### src/rtl/mem_avalon_master_if.sv
// Avalon-MM bus bundle between the MEM-stage master and a data memory slave.
interface mem_avalon_master_if #(
    parameter int ADDR_W = 32
);
    logic [ADDR_W-1:0] avm_address;
    logic              avm_read;
    logic              avm_write;
    logic [31:0]       avm_writedata;
    logic [3:0]        avm_byteenable;
    logic              avm_waitrequest;
    logic [31:0]       avm_readdata;
    logic              avm_readdatavalid;

    modport master (
        output avm_address,
        output avm_read,
        output avm_write,
        output avm_writedata,
        output avm_byteenable,
        input  avm_waitrequest,
        input  avm_readdata,
        input  avm_readdatavalid
    );

    modport slave (
        input  avm_address,
        input  avm_read,
        input  avm_write,
        input  avm_writedata,
        input  avm_byteenable,
        output avm_waitrequest,
        output avm_readdata,
        output avm_readdatavalid
    );
endinterface

### src/rtl/mem_avalon_master.sv
// MEM-stage data access unit: turns EX/MEM load/store requests into
// Avalon-MM transfers, stalls the pipeline and extends load data.
module mem_avalon_master #(
    parameter int ADDR_W  = 32,
    parameter int TIMEOUT = 255
) (
    input  logic        CLK,
    input  logic        RST,
    input  logic        MemRead,
    input  logic        MemWrite,
    input  logic [31:0] Addr,
    input  logic [31:0] WData,
    input  logic [2:0]  Funct3,
    output logic        oStall,
    output logic [31:0] oRData,
    output logic        oRDataValid,
    output logic        oMisaligned,
    output logic        oTimeout,
    mem_avalon_master_if.master avm
);
    localparam int CW = $clog2(TIMEOUT + 1);
    localparam logic [CW-1:0] CNT_LAST = CW'(TIMEOUT - 1);

    localparam logic [2:0] IDLE    = 3'd0;
    localparam logic [2:0] WR_REQ  = 3'd1;
    localparam logic [2:0] RD_REQ  = 3'd2;
    localparam logic [2:0] RD_WAIT = 3'd3;
    localparam logic [2:0] DONE    = 3'd4;

    logic [2:0]    state;
    logic [1:0]    lat_a;
    logic [2:0]    lat_f3;
    logic [CW-1:0] cnt;
    logic          expired;
    logic          req;
    logic          illegal;
    logic [3:0]    be;
    logic [31:0]   wd;
    logic [31:0]   ext;
    logic [7:0]    rbyte;
    logic [15:0]   rhalf;

    assign req     = MemRead | MemWrite;
    assign expired = (cnt == CNT_LAST);

    assign oStall = ((state == IDLE) & req)
                  | (state == WR_REQ)
                  | (state == RD_REQ)
                  | (state == RD_WAIT);

    always_comb begin
        illegal = (Funct3 == 3'b011)
                | (Funct3[2:1] == 2'b11)
                | (MemWrite & Funct3[2])
                | ((Funct3[1:0] == 2'b01) & Addr[0])
                | ((Funct3[1:0] == 2'b10) & (Addr[1:0] != 2'b00));
    end

    always_comb begin
        be = 4'b1111;
        wd = WData;
        case (Funct3[1:0])
            2'b00: begin
                be = 4'b0001 << Addr[1:0];
                wd = {4{WData[7:0]}};
            end
            2'b01: begin
                be = 4'b0011 << {Addr[1], 1'b0};
                wd = {2{WData[15:0]}};
            end
            default: begin
                be = 4'b1111;
                wd = WData;
            end
        endcase
    end

    // Lane select uses the latched address; the bus returns a whole word.
    always_comb begin
        rbyte = avm.avm_readdata[{lat_a, 3'b000} +: 8];
        rhalf = lat_a[1] ? avm.avm_readdata[31:16]
                         : avm.avm_readdata[15:0];
        case (lat_f3)
            3'b000:  ext = {{24{rbyte[7]}}, rbyte};
            3'b100:  ext = {24'd0, rbyte};
            3'b001:  ext = {{16{rhalf[15]}}, rhalf};
            3'b101:  ext = {16'd0, rhalf};
            default: ext = avm.avm_readdata;
        endcase
    end

    always_ff @(posedge CLK) begin
        if (RST) begin
            state              <= IDLE;
            lat_a              <= 2'd0;
            lat_f3             <= 3'd0;
            cnt                <= '0;
            oRData             <= 32'd0;
            oRDataValid        <= 1'b0;
            oMisaligned        <= 1'b0;
            oTimeout           <= 1'b0;
            avm.avm_address    <= '0;
            avm.avm_read       <= 1'b0;
            avm.avm_write      <= 1'b0;
            avm.avm_writedata  <= 32'd0;
            avm.avm_byteenable <= 4'd0;
        end else begin
            case (state)
                IDLE: begin
                    if (req) begin
                        lat_a  <= Addr[1:0];
                        lat_f3 <= Funct3;
                        cnt    <= '0;
                        if (illegal) begin
                            oMisaligned <= 1'b1;
                            state       <= DONE;
                        end else begin
                            avm.avm_address    <= ADDR_W'({Addr[31:2], 2'b00});
                            avm.avm_byteenable <= be;
                            avm.avm_writedata  <= wd;
                            if (MemWrite) begin
                                avm.avm_write <= 1'b1;
                                state         <= WR_REQ;
                            end else begin
                                avm.avm_read <= 1'b1;
                                state        <= RD_REQ;
                            end
                        end
                    end
                end
                WR_REQ: begin
                    cnt <= cnt + 1'b1;
                    if (!avm.avm_waitrequest) begin
                        avm.avm_write <= 1'b0;
                        state         <= DONE;
                    end else if (expired) begin
                        avm.avm_write <= 1'b0;
                        oTimeout      <= 1'b1;
                        state         <= DONE;
                    end
                end
                RD_REQ: begin
                    cnt <= cnt + 1'b1;
                    if (!avm.avm_waitrequest) begin
                        avm.avm_read <= 1'b0;
                        if (avm.avm_readdatavalid) begin
                            oRData      <= ext;
                            oRDataValid <= 1'b1;
                            state       <= DONE;
                        end else if (expired) begin
                            oRData      <= 32'd0;
                            oRDataValid <= 1'b1;
                            oTimeout    <= 1'b1;
                            state       <= DONE;
                        end else begin
                            state <= RD_WAIT;
                        end
                    end else if (expired) begin
                        avm.avm_read <= 1'b0;
                        oRData       <= 32'd0;
                        oRDataValid  <= 1'b1;
                        oTimeout     <= 1'b1;
                        state        <= DONE;
                    end
                end
                RD_WAIT: begin
                    cnt <= cnt + 1'b1;
                    if (avm.avm_readdatavalid) begin
                        oRData      <= ext;
                        oRDataValid <= 1'b1;
                        state       <= DONE;
                    end else if (expired) begin
                        oRData      <= 32'd0;
                        oRDataValid <= 1'b1;
                        oTimeout    <= 1'b1;
                        state       <= DONE;
                    end
                end
                DONE: begin
                    oRDataValid <= 1'b0;
                    oMisaligned <= 1'b0;
                    oTimeout    <= 1'b0;
                    state       <= IDLE;
                end
                default: state <= IDLE;
            endcase
        end
    end
endmodule

### src/flat_wrapper.sv
// flat-port wrapper written by rule: the top's interface ports become plain ports
module mem_avalon_master_flat 
#(
    parameter int ADDR_W  = 32,
    parameter int TIMEOUT = 255
)
  (CLK, RST, MemRead, MemWrite, Addr, WData, Funct3, oStall, oRData, oRDataValid, oMisaligned, oTimeout, avm_avm_address, avm_avm_read, avm_avm_write, avm_avm_writedata, avm_avm_byteenable, avm_avm_waitrequest, avm_avm_readdata, avm_avm_readdatavalid);
  mem_avalon_master_if #(.ADDR_W(ADDR_W)) avm_i ();
  input  logic CLK;
  input  logic RST;
  input  logic MemRead;
  input  logic MemWrite;
  input  logic [31:0] Addr;
  input  logic [31:0] WData;
  input  logic [2:0] Funct3;
  output logic oStall;
  output logic [31:0] oRData;
  output logic oRDataValid;
  output logic oMisaligned;
  output logic oTimeout;
  output wire logic [$bits(avm_i.avm_address)-1:0] avm_avm_address;
  output wire logic [$bits(avm_i.avm_read)-1:0] avm_avm_read;
  output wire logic [$bits(avm_i.avm_write)-1:0] avm_avm_write;
  output wire logic [$bits(avm_i.avm_writedata)-1:0] avm_avm_writedata;
  output wire logic [$bits(avm_i.avm_byteenable)-1:0] avm_avm_byteenable;
  input wire logic [$bits(avm_i.avm_waitrequest)-1:0] avm_avm_waitrequest;
  input wire logic [$bits(avm_i.avm_readdata)-1:0] avm_avm_readdata;
  input wire logic [$bits(avm_i.avm_readdatavalid)-1:0] avm_avm_readdatavalid;
  assign avm_avm_address = avm_i.avm_address;
  assign avm_avm_read = avm_i.avm_read;
  assign avm_avm_write = avm_i.avm_write;
  assign avm_avm_writedata = avm_i.avm_writedata;
  assign avm_avm_byteenable = avm_i.avm_byteenable;
  assign avm_i.avm_waitrequest = avm_avm_waitrequest;
  assign avm_i.avm_readdata = avm_avm_readdata;
  assign avm_i.avm_readdatavalid = avm_avm_readdatavalid;
  mem_avalon_master #(.ADDR_W(ADDR_W), .TIMEOUT(TIMEOUT)) u_core (.CLK(CLK), .RST(RST), .MemRead(MemRead), .MemWrite(MemWrite), .Addr(Addr), .WData(WData), .Funct3(Funct3), .oStall(oStall), .oRData(oRData), .oRDataValid(oRDataValid), .oMisaligned(oMisaligned), .oTimeout(oTimeout), .avm(avm_i));
endmodule
### config.mk
export PLATFORM = sky130hd
export DESIGN_NAME = mem_avalon_master_flat
export DESIGN_NICKNAME = d
export VERILOG_FILES = /design/src/rtl/mem_avalon_master_if.sv /design/src/rtl/mem_avalon_master.sv /design/src/flat_wrapper.sv
export SDC_FILE = /design/constraint.sdc
export NUM_CORES = 1
export LEC_CHECK = 0
export CORE_UTILIZATION = 44
export CTS_CLUSTER_DIAMETER = 200
export CTS_CLUSTER_SIZE = 8
export DETAILED_ROUTE_END_ITERATION = 10
export PLACE_DENSITY = 0.84
export SYNTH_ARGS = -nofsm -noshare
export SYNTH_HDL_FRONTEND = slang
export SYNTH_SLANG_ARGS = --single-unit
export TNS_END_PERCENT = 30
### constraint.sdc
create_clock -name CLK -period 2.46 [get_ports CLK]
set_input_delay 0.492 -clock CLK [delete_from_list [all_inputs] [get_ports CLK]]
set_output_delay 0.492 -clock CLK [all_outputs]
set_load 0.01 [all_outputs]
==> flow_summary_export.csv, run 1 <==
group,metric,value,unit
power_and_ir_drop,pwr-share-clk,41.0,%
worst_setup_path,crit_fanout,5,
finish,multi_input_area,0.002791,mm^2
worst_setup_path,crit_chain,"clkdlybuf4s50_1 > nor2_1 > a21oi_2 > clkdlybuf4s50_1",
sta,fmax,424.1,MHz
finish,finalNetCount,953,
placed_design,hpwl,11890,um
route,viasPerCell,5.592,
clocking,cts_max_level,4,
sta,worst_slack,0.1022,ns
route,first_iter_violations,374,
yosys,ys.flop_type,"dfxtp_1",
worst_setup_path,cp_num_buf_inv,2,
floorplan,die_h,112.8,um
power_and_ir_drop,p_comb_share,20.4,%
route,post_drt_wl_per_cell,16.63,um
global_route,grt_max_degree,88,
floorplan,die_x,112.8,um
global_route,overflow,0,
worst_setup_path,r2r_setup_slack,0.50,ns
power_and_ir_drop,netSwitchingPower,1474,uW
clocking,cts_buffers,17,
placed_design,gp_congestion,0.8663,
sta,tightest_slew,0.6128,ns
floorplan,io_pins,211,
yosys,avgSynthCellArea,8.268,um^2
worst_setup_path,regToRegEndpoint,"u_core.oRData[2]$_SDFFE_PP0P_",
clocking,tritoncts,"done",
hold_path,hold_path_startpoint,"u_core.oTimeout$_SDFFE_PP0P_",
power_and_ir_drop,p_leak,0.002943,uW
yosys,synthCells,653,
global_route,grt_pass1_vias,5384,
finish,fin_util,68.48,%
floorplan,rows,40,
yosys,synth_seq_cells,119,
sta,setup_viol,0,
power_and_ir_drop,p_int,4078,uW
route,first_pass_iters,5,
finish,layout.cells.non_filler,1006,
power_and_ir_drop,peakVddDrop,411.6,uV
sta,fin_crit,2.358,ns
route,wl,16730,um
yosys,synth_cell_types,54,
placed_design,portBuffers,208,
finish,layout-drive-gt1-share,7.800,%
worst_setup_path,crit_path_end_kind,"output pin",
worst_setup_path,cpMostUsedCell,"clkdlybuf4s50_1",
worst_setup_path,crit_type,"input port to output pin",
sta,period_share,95.85,%
yosys,netlist_area,0.005399,mm^2
floorplan,initial_utilization,45.14,%
sta,maxSlewHeadroom,59.09,%
yosys,yosysSeqAreaShare,44.13,%
clocking,path_clk_slew,0.05,ns
finish,antenna_cells,0,
sta,final_max_slew_viol_count,0,
hold_path,hold_depth,2,
outcome,status,"finished, final reports clean",
power_and_ir_drop,power_density,677.7,mW/mm^2
placed_design,place_ws,0.05558,ns
yosys,synthArstFlopShare,0,%
flow_run,cap_violations,0,
route,remaining_drc_errors,0,
placed_design,placed_cells_incl_taps,974,
floorplan,core,0.01196,mm^2
finish,synthToLayoutAreaGrowth,51.73,%
finish,seqCellArea,0.002382,mm^2
worst_setup_path,start_kind,"input port",
power_and_ir_drop,p_sw_share,26.55,%
clocking,clk-insertion-delay-late,0.42,ns
clocking,clockBufferDepth,2,
sta,rsz0062_at_grt,"false",
route,vias,5626,
route,drtAntennaViolNets,0,
yosys,synth_edf_count,0,
global_route,antenna_found_initial,0,
sta,skew,0.009869,ns
sta,hold_viol,0,
worst_setup_path,cpMaxStageDelayCell,"clkdlybuf4s50_1",
clocking,clock-root-buffer,"clkbuf_16",
worst_setup_path,crit_required,1.97,ns
worst_setup_path,rr_worst_depth,4,
global_route,grtUsageTotal,26.52,%
worst_setup_path,crit_family,"buffers and inverters",
global_route,grt_pass1_wl,26540,um
hold_path,min_path_type,"flop to flop",
clocking,clock-sinks,119,
power_and_ir_drop,p_total,5551,uW
worst_setup_path,r2r_start,"u_core.lat_f3[0]$_SDFFE_PP0P_",
worst_setup_path,critPathMaxStageDelay,0.55,ns
clocking,cts_hold_buf,0,
yosys,yosysWarnings,0,
sta,fin_tns_setup,0,ns
worst_setup_path,crit_arrival,1.87,ns
finish,n_fill_cell,909,
floorplan,dieArea,0.01272,mm^2
hold_path,holdPathEnd,"u_core.oTimeout$_SDFFE_PP0P_",
power_and_ir_drop,p_seq_share,38.6,%
-- repair_timing --
item	CTS	global route
setup buffers	0	0
gates resized for setup	0	1
setup endpoints to repair	0	1
-- registers in the layout, summed over array words and instances, names as in the netlist --
signal / flops
u_core.avm.avm_write: 1
u_core.avm.avm_writedata: 32
u_core.avm.avm_address: 30
u_core.lat_f3: 3
u_core.oRDataValid: 1
u_core.avm.avm_read: 1
u_core.oMisaligned: 1
u_core.avm.avm_byteenable: 4
u_core.oRData: 32
u_core.cnt: 8
u_core.oTimeout: 1
u_core.state: 3
u_core.lat_a: 2
-- worst max-delay path by stage --
stage | startpoint | endpoint | slack [ns] | cells past startpoint
final | MemWrite | oStall | 0.10 | 4
after global routing | MemWrite | oStall | 0.04 | 4
after CTS | MemWrite | oStall | 0.07 | 4
after detailed placement | Funct3[2] | u_core.avm.avm_read$_SDFFE_PP0P_ | 0.06 | 5
after global placement | MemWrite | oStall | 0.10 | 4
after floorplan | Funct3[2] | u_core.avm.avm_read$_SDFFE_PP0P_ | 0.74 | 4
-- area by class of cell --
class / instances / share of cell area, %
Clock buffer: 29 / 6.110
Multi-Input combinational cell: 476 / 34.08
Sequential cell: 119 / 29.08
Clock inverter: 3 / 0.4888
Timing Repair Buffer: 225 / 27.68
Tap cell: 147 / 2.245
Inverter: 7 / 0.3208
-- synthesized netlist by cell type (all sizes together), types with 3 or more instances --
master	n	share of area, %
nand4	4	0.46
a32o	9	1.7
dfxtp	119	44
a21oi	71	6.7
buf	23	2.1
nand3	4	0.37
nand2	152	11
o211ai	11	1.5
or2	5	0.58
clkbuf	29	2.0
nand2b	13	1.5
o2bb2ai	7	1.1
a22o	15	2.4
nor3	7	0.65
a211oi	11	1.5
a311oi	10	1.6
a211o	9	1.5
and3b	7	1.1
mux2	10	2.1
inv	5	0.35
o21ai	36	3.3
xor2	3	0.49
nor2b	4	0.46
or3	11	1.3
mux2i	17	3.4
nor2	33	2.3
-- logic make-up after synthesis --
logic type / share of synthesized area, %
other cells: 0.06946
buf+inv: 4.635
flops: 44.13
fa+ha+maj: 0.4634
mux: 5.886
compound gates: 24.06
xor+xnor: 0.4868
simple gates: 20.28
-- cell usage in the layout, fill, tap and decap left out, types with 4 or more instances in the layout --
cell type and n:
a32o_1 9, a311oi_1 10, a21oi_1 68, dfxtp_1 119
nor3_1 7, buf_4 12, mux2_2 10, nand2_1 152
a22o_1 15, o2bb2ai_1 7, inv_1 5, or3_1 11
clkbuf_1 9, nand2b_1 13, nor2_1 33, clkbuf_16 17
and3b_1 7, o21ai_0 36, or2_2 4, a211oi_1 11
nand4_1 4, buf_12 5, clkdlybuf4s50_1 207, a211o_1 9
mux2i_1 16, o211ai_1 11, nand3_1 4, nor2b_1 4
-- tightest hold or removal path: cells and delay by family, from the launching register on --
| family | cells | cell delay (ns) |
|---|---|---|
| flops | 1 | 0.30 |
| compound gates | 1 | 0.05 |
| simple gates | 1 | 0.05 |
-- per-stage QoR --
step | hold slack (ns) | cell area (um^2)
2_1_floorplan | 0.4443 | 5403
3_3_place_gp | 0.4411 | 7647
3_5_place_dp | 0.4454 | 7647
4_1_cts | 0.4528 | 8188
5_1_grt | 0.4647 | 8192
6_report | 0.4491 | 8192
-- power by group through the flow --
stage               Clock (uW)  Combinational (uW)  Sequential, uW
floorplan                    0                 542            2190
global placement             0                1100            2170
detailed placement           0                1120            2180
CTS                       2310                1130            2140
global route              2390                1220            2150
finish                    2280                1130            2140
-- per-layer routing --
metal	track usage (%)	vias up	routed length, um
met2	46.67	235	8397
li1	-	2702	-
met3	8.998	35	1353
met1	29.23	2654	6559
met4	11.02	0	419
met5	0	-	0
(Power assumes the default switching activity.)
==> run 2: changes to the inputs <==
--- a/config.mk
+++ b/config.mk
@@ -5,10 +5,12 @@
 export SDC_FILE = /design/constraint.sdc
 export NUM_CORES = 1
 export LEC_CHECK = 0
+export CORE_MARGIN = 8
 export CORE_UTILIZATION = 44
 export CTS_CLUSTER_DIAMETER = 200
 export CTS_CLUSTER_SIZE = 8
 export DETAILED_ROUTE_END_ITERATION = 10
+export GPL_TIMING_DRIVEN = 0
 export PLACE_DENSITY = 0.84
 export SYNTH_ARGS = -nofsm -noshare
 export SYNTH_HDL_FRONTEND = slang
==> flow_summary_export.csv, run 2 (synthesis results as in run 1) <==
group,metric,value,unit
clocking,cts_hold_buf,0,
sta,worst_slack,0.2210,ns
power_and_ir_drop,peakVddDrop,511.6,uV
flow_run,cap_violations,0,
hold_path,min_path_type,"flop to flop",
finish,layout.cells.non_filler,1039,
worst_setup_path,crit_required,1.97,ns
sta,fmax,446.6,MHz
clocking,post_cts_buffers,0,
global_route,grtUsageTotal,24.54,%
placed_design,placed_cells_incl_taps,1008,
clocking,clockBufferDepth,2,
floorplan,die_x,126.8,um
global_route,antenna_found_initial,0,
placed_design,gp_congestion,0.8596,
clocking,cts_buffers,17,
hold_path,hold_path_startpoint,"u_core.avm.avm_address[15]$_SDFFE_PP0P_",
clocking,path_clk_slew,0.05,ns
finish,layout-drive-gt1-share,7.735,%
clocking,cts_resized,2,
global_route,grtUsageMet3,10.98,%
finish,synthToLayoutAreaGrowth,53.79,%
worst_setup_path,crit_type,"flop to output pin",
route,viasPerCell,5.508,
worst_setup_path,rr_worst_depth,6,
sta,setup_viol,0,
placed_design,hpwl,14530,um
sta,tightest_slew,0.6426,ns
floorplan,core,0.01201,mm^2
clocking,clock-sinks,119,
hold_path,holdPathEnd,"u_core.avm.avm_address[15]$_SDFFE_PP0P_",
route,first_pass_iters,5,
global_route,grt_pass1_wl,31060,um
sta,maxSlewHeadroom,57.16,%
placed_design,place_ws,-0.1533,ns
floorplan,io_pins,211,
global_route,use_met2,40.88,%
worst_setup_path,regToRegEndpoint,"u_core.oRData[8]$_SDFFE_PP0P_",
sta,fin_crit,2.239,ns
hold_path,hold_depth,2,
floorplan,rows,40,
finish,largestRegisters,"u_core.avm.avm_writedata (32), u_core.oRData (32), u_core.avm.avm_address (30)",
finish,finalNetCount,986,
global_route,overflow,0,
worst_setup_path,crit_arrival,1.75,ns
global_route,grt_pass1_vias,5762,
route,drtAntennaViolNets,0,
power_and_ir_drop,power_density,726.7,mW/mm^2
clocking,clock-root-buffer,"clkbuf_16",
global_route,grt_max_degree,17,
worst_setup_path,r2r_setup_slack,0.36,ns
worst_setup_path,r2r_start,"u_core.lat_f3[0]$_SDFFE_PP0P_",
clocking,clk-insertion-delay-late,0.43,ns
sta,rsz0062_at_grt,"false",
route,remaining_drc_errors,0,
floorplan,die_h,126.8,um
placed_design,placed_area,0.007659,mm^2
worst_setup_path,start_kind,"flop",
route,vias,5723,
global_route,met1_usage,26.71,%
global_route,busiest_layer,"met2",
route,wl,19720,um
finish,layout_common_cells,"clkdlybuf4s50_1 (206), nand2_1 (152), dfxtp_1 (118), a21oi_1 (70), o21ai_0 (36)",
clocking,cts_max_level,4,
sta,hold_viol,0,
outcome,status,"finished, final reports clean",
route,post_drt_wl_per_cell,18.98,um
floorplan,initial_utilization,44.95,%
worst_setup_path,crit_path_end_kind,"output pin",
finish,antenna_cells,0,
sta,final_max_slew_viol_count,0,
sta,skew,0.008381,ns
finish,postLayoutCellArea,0.008303,mm^2
floorplan,dieArea,0.01607,mm^2
sta,period_share,91.02,%
route,first_iter_violations,475,
worst_setup_path,crit_fanout,9,
placed_design,portBuffers,207,
power_and_ir_drop,p_leak,0.003016,uW
clocking,tritoncts,"done",
finish,final_common_cell,"clkdlybuf4s50_1",
## run 2: metrics by stage
step,setup TNS (ns),hold WS [ns],power (uW),util (%)
after floorplan,0,0.4443,2729,-
after global placement,-1.874,0.4412,3288,63.76
after detailed placement,-2.593,0.4469,3304,63.76
after CTS,0,0.4529,6046,69.13
after global routing,0,0.4683,6259,69.13
final,0,0.4512,6034,69.13
## run 2: layout make-up
| type | count | area (um^2) |
|---|---|---|
| plain buffers | 51 | 220.2 |
| multi-input cells | 476 | 2770 |
| flip-flops and latches | 119 | 2384 |
| clock buffers | 23 | 478.0 |
| clock inverters | 9 | 170.2 |
| fillers | 922 | 3709 |
| inverters | 7 | 26.28 |
| well taps | 147 | 183.9 |
| repair buffers | 207 | 2071 |
## run 2: worst max-delay path, stage by stage (launching register included)
cell and delay [ns]:
dfxtp_1 0.38, nor2_1 0.43, a21oi_1 0.20, dlygate4sd2_1 0.33
## run 2: worst max-delay path by stage
stage	start	endpoint	slack (ns)	cells after the start
floorplan	Funct3[2]	u_core.avm.avm_read$_SDFFE_PP0P_	0.74	4
global placement	avm_avm_waitrequest	u_core.oRData[0]$_SDFFE_PP0P_	-0.13	6
finish	u_core.state[0]$_SDFFE_PP0P_	oStall	0.22	3
detailed placement	avm_avm_waitrequest	u_core.oRData[0]$_SDFFE_PP0P_	-0.15	6
global route	avm_avm_waitrequest	u_core.oRData[1]$_SDFFE_PP0P_	0.08	6
CTS	u_core.state[0]$_SDFFE_PP0P_	oStall	0.21	3
## run 2: per-layer routing
layer / part of all wire (%) / wire (um) / up-vias
met5: 0 / 0 / -
met4: 3.0 / 590 / 0
met3: 9.9 / 1961 / 42
met2: 48 / 9535 / 237
met1: 39 / 7636 / 2672
li1: - / - / 2772
## run 2: report_power, final
| part | internal, uW | leakage, uW | switching, uW |
|---|---|---|---|
| clock | 1870 | 0.000321 | 878 |
| sequential | 2040 | 0.000969 | 65.9 |
| combinational | 552 | 0.00173 | 625 |
==> RTL change, RTL diff (settings of run 1) <==
Reset style: asynchronous (`RST`), changed in one clocked block.
--- a/src/rtl/mem_avalon_master.sv
+++ b/src/rtl/mem_avalon_master.sv
@@ -89,7 +89,7 @@
         endcase
     end
 
-    always_ff @(posedge CLK) begin
+    always_ff @(posedge CLK or posedge RST) begin
         if (RST) begin
             state              <= IDLE;
             lat_a              <= 2'd0;
Formal check against the unedited RTL: differs if RST is asserted again (counterexample within 4 cycles, from zero or initial values and one cycle with RST high); with RST held inactive, the same outputs for 4 cycles.
==> RTL change against run 1 <==
Sequential cell count stayed put. Wire length is 6.3% lower. Setup slack better by 0.29 ns. Global-route usage is 1.7 points lower. Highest routed layer unchanged. Synthesized area is 4.6% higher. Die area is 4.5% higher. Final area is 5.1% higher. Largest cell class is now flip-flops and latches. Critical path type is now flip-flop to output pin.
Power is not compared: it rests on default switching activity, and its combinational part moved more than twofold at a synthesized area within 25%.
==> RTL change: results (changes against run 1) <==
Grouping stages by cell kind, the critical path spends the most delay in flip-flops. The data arrival time of the worst path is 1.58 ns (-0.29 ns). The detailed placer's ending HPWL is 11170 um (-6.0%). The met3 routed wirelength came out at 1222 um (-9.7%). The via count of the first global-routing pass came out at 5003 (-7.1%).

The number of distinct library cells after synthesis is 62 (+15%). The internal power summed over all cells came out at 7.213 mW. The number of enable flip-flop cells after synthesis came out at 0 (unchanged). The total vias in the final route is 4809 (-15%). The global-route usage over all layers came to 24.81% (-1.7 points).

The met1 wire length came out at 6079 um (-7.3%). The global routing usage on met1 was 28.73% (-0.50 points). The final weighted congestion of routability-driven global placement came out at 0.8140 (-6.0%). The number of design-rule violations left by the first detailed-router iteration is 313 (-16%). The detailed-route wire length came out at 15680 um (-6.3%). The placed instance count came out at 855 (-12%). The met2 layer usage reported by global route is 42.21% (-4.5 points). The post-place setup slack came out at -0.06341 ns (-0.1190 ns). The highest achievable clock rate is 0.4833 GHz (+14%). The proportion of synthesized chip area in sequential cells is 52.72% (+8.6 points).

The post-synthesis average cell area is 11.65 um^2 (+41%). The worst-case headroom to the max-slew limit came out at 36.72% (-22 points). The post-cts resize count was 2 (+2). The maximum fanout encountered on the critical timing path came out at 9 (+4).

The final setup skew came out at 0.007611 ns (-0.002258 ns). The cell area after placement is 0.007975 mm^2 (+4.3%). The routed wire length on met2 came to 7971 um (-5.1%). The commonest cells after synthesis are sky130_fd_sc_hd__dfrtp_1, sky130_fd_sc_hd__o21ai_0, sky130_fd_sc_hd__nand2_1. The maximum number of pins on one net before global-route repair was 120 (+36%). The async set or reset register ratio after synthesis is 100.0% (+100 points). The fraction of final layout cells sized beyond drive strength 1 came out at 15.80% (+8.0 points). The run finished with clean final reports. After synthesis, the cell types taking the most area are sky130_fd_sc_hd__dfrtp_1, sky130_fd_sc_hd__mux2i_1, sky130_fd_sc_hd__mux2_4.

The largest individual stage delay along the critical path comes from the cell sky130_fd_sc_hd__dfrtp_2. The mean routed wirelength per cell came to 17.68 um (+6.3%). The first-pass GRT wire length came to 24980 um (-5.9%). The area occupied by multi-input gates came to 0.002445 mm^2 (-12%).

After detailed routing, no signal wire sits above met4. The delay contributed by the slowest stage of the critical path is 0.48 ns (-0.07 ns). The total of fill cells in the finished design is 880 (-3.2%). The global routing usage on met3 came to 7.064% (-1.9 points).

The worst setup slack for register-to-register paths is 0.45 ns (-0.05 ns). The post-layout net count is 809 (-15%). The worst hold-check slack is 0.4787 ns (+0.02960 ns).
[RTL change: cell count changes after synthesis, sizes merged, moves of 10 or more]
cell	before	now
clkbuf	29	16
a21oi	71	22
o21ai	36	49
mux2	10	41
dfxtp	119	0
nor2	33	23
nand2	152	46
dfrtp	0	119
a311oi	10	0
a22o	15	2
a221o	0	17
mux2i	17	32
[RTL change: cell type report]
class,count,share of cell area [%]
Timing Repair Buffer,231,26.64
Tap cell,172,2.499
Clock buffer,23,5.665
Multi-Input combinational cell,322,28.38
Sequential cell,119,34.60
Inverter,11,0.5230
Clock inverter,9,1.685
[RTL change: logic make-up after synthesis]
group                    count (synthesis)  synth area share, %
other                                    1              0.06640
XOR/XNOR                                 5               0.7753
flip-flops                             119                52.72
buffers and inverters                   45                4.209
multiplexers                            74                15.57
adder cells (fa/ha/maj)                  2               0.4430
AO/OA/AOI/OAI                          124                15.60
AND/OR/NAND/NOR                        115                10.61
[RTL change: path summary, 6_finish.rpt]
path | startpoint | end | cells after the start
max | u_core.state[0] | oStall | 4
min | u_core.avm.avm_writedata[20] | u_core.avm.avm_writedata[20] | 2
max reg2reg | u_core.lat_a[1] | u_core.oRData[18] | 5
min reg2reg | u_core.avm.avm_writedata[20] | u_core.avm.avm_writedata[20] | 2
max in group asynchronous | RST | u_core.avm.avm_address[6] | 3
min in group asynchronous | RST | u_core.avm.avm_byteenable[2] | 3
[RTL change: power groups by stage]
stage | clock network [mW] | logic, mW | registers [mW]
after floorplan | 0 | 1.83 | 3.70
after global placement | 0 | 4.33 | 3.39
after detailed placement | 0 | 4.45 | 3.44
after CTS | 2.68 | 4.49 | 3.44
after global routing | 2.79 | 4.78 | 3.55
final | 2.65 | 4.46 | 3.44
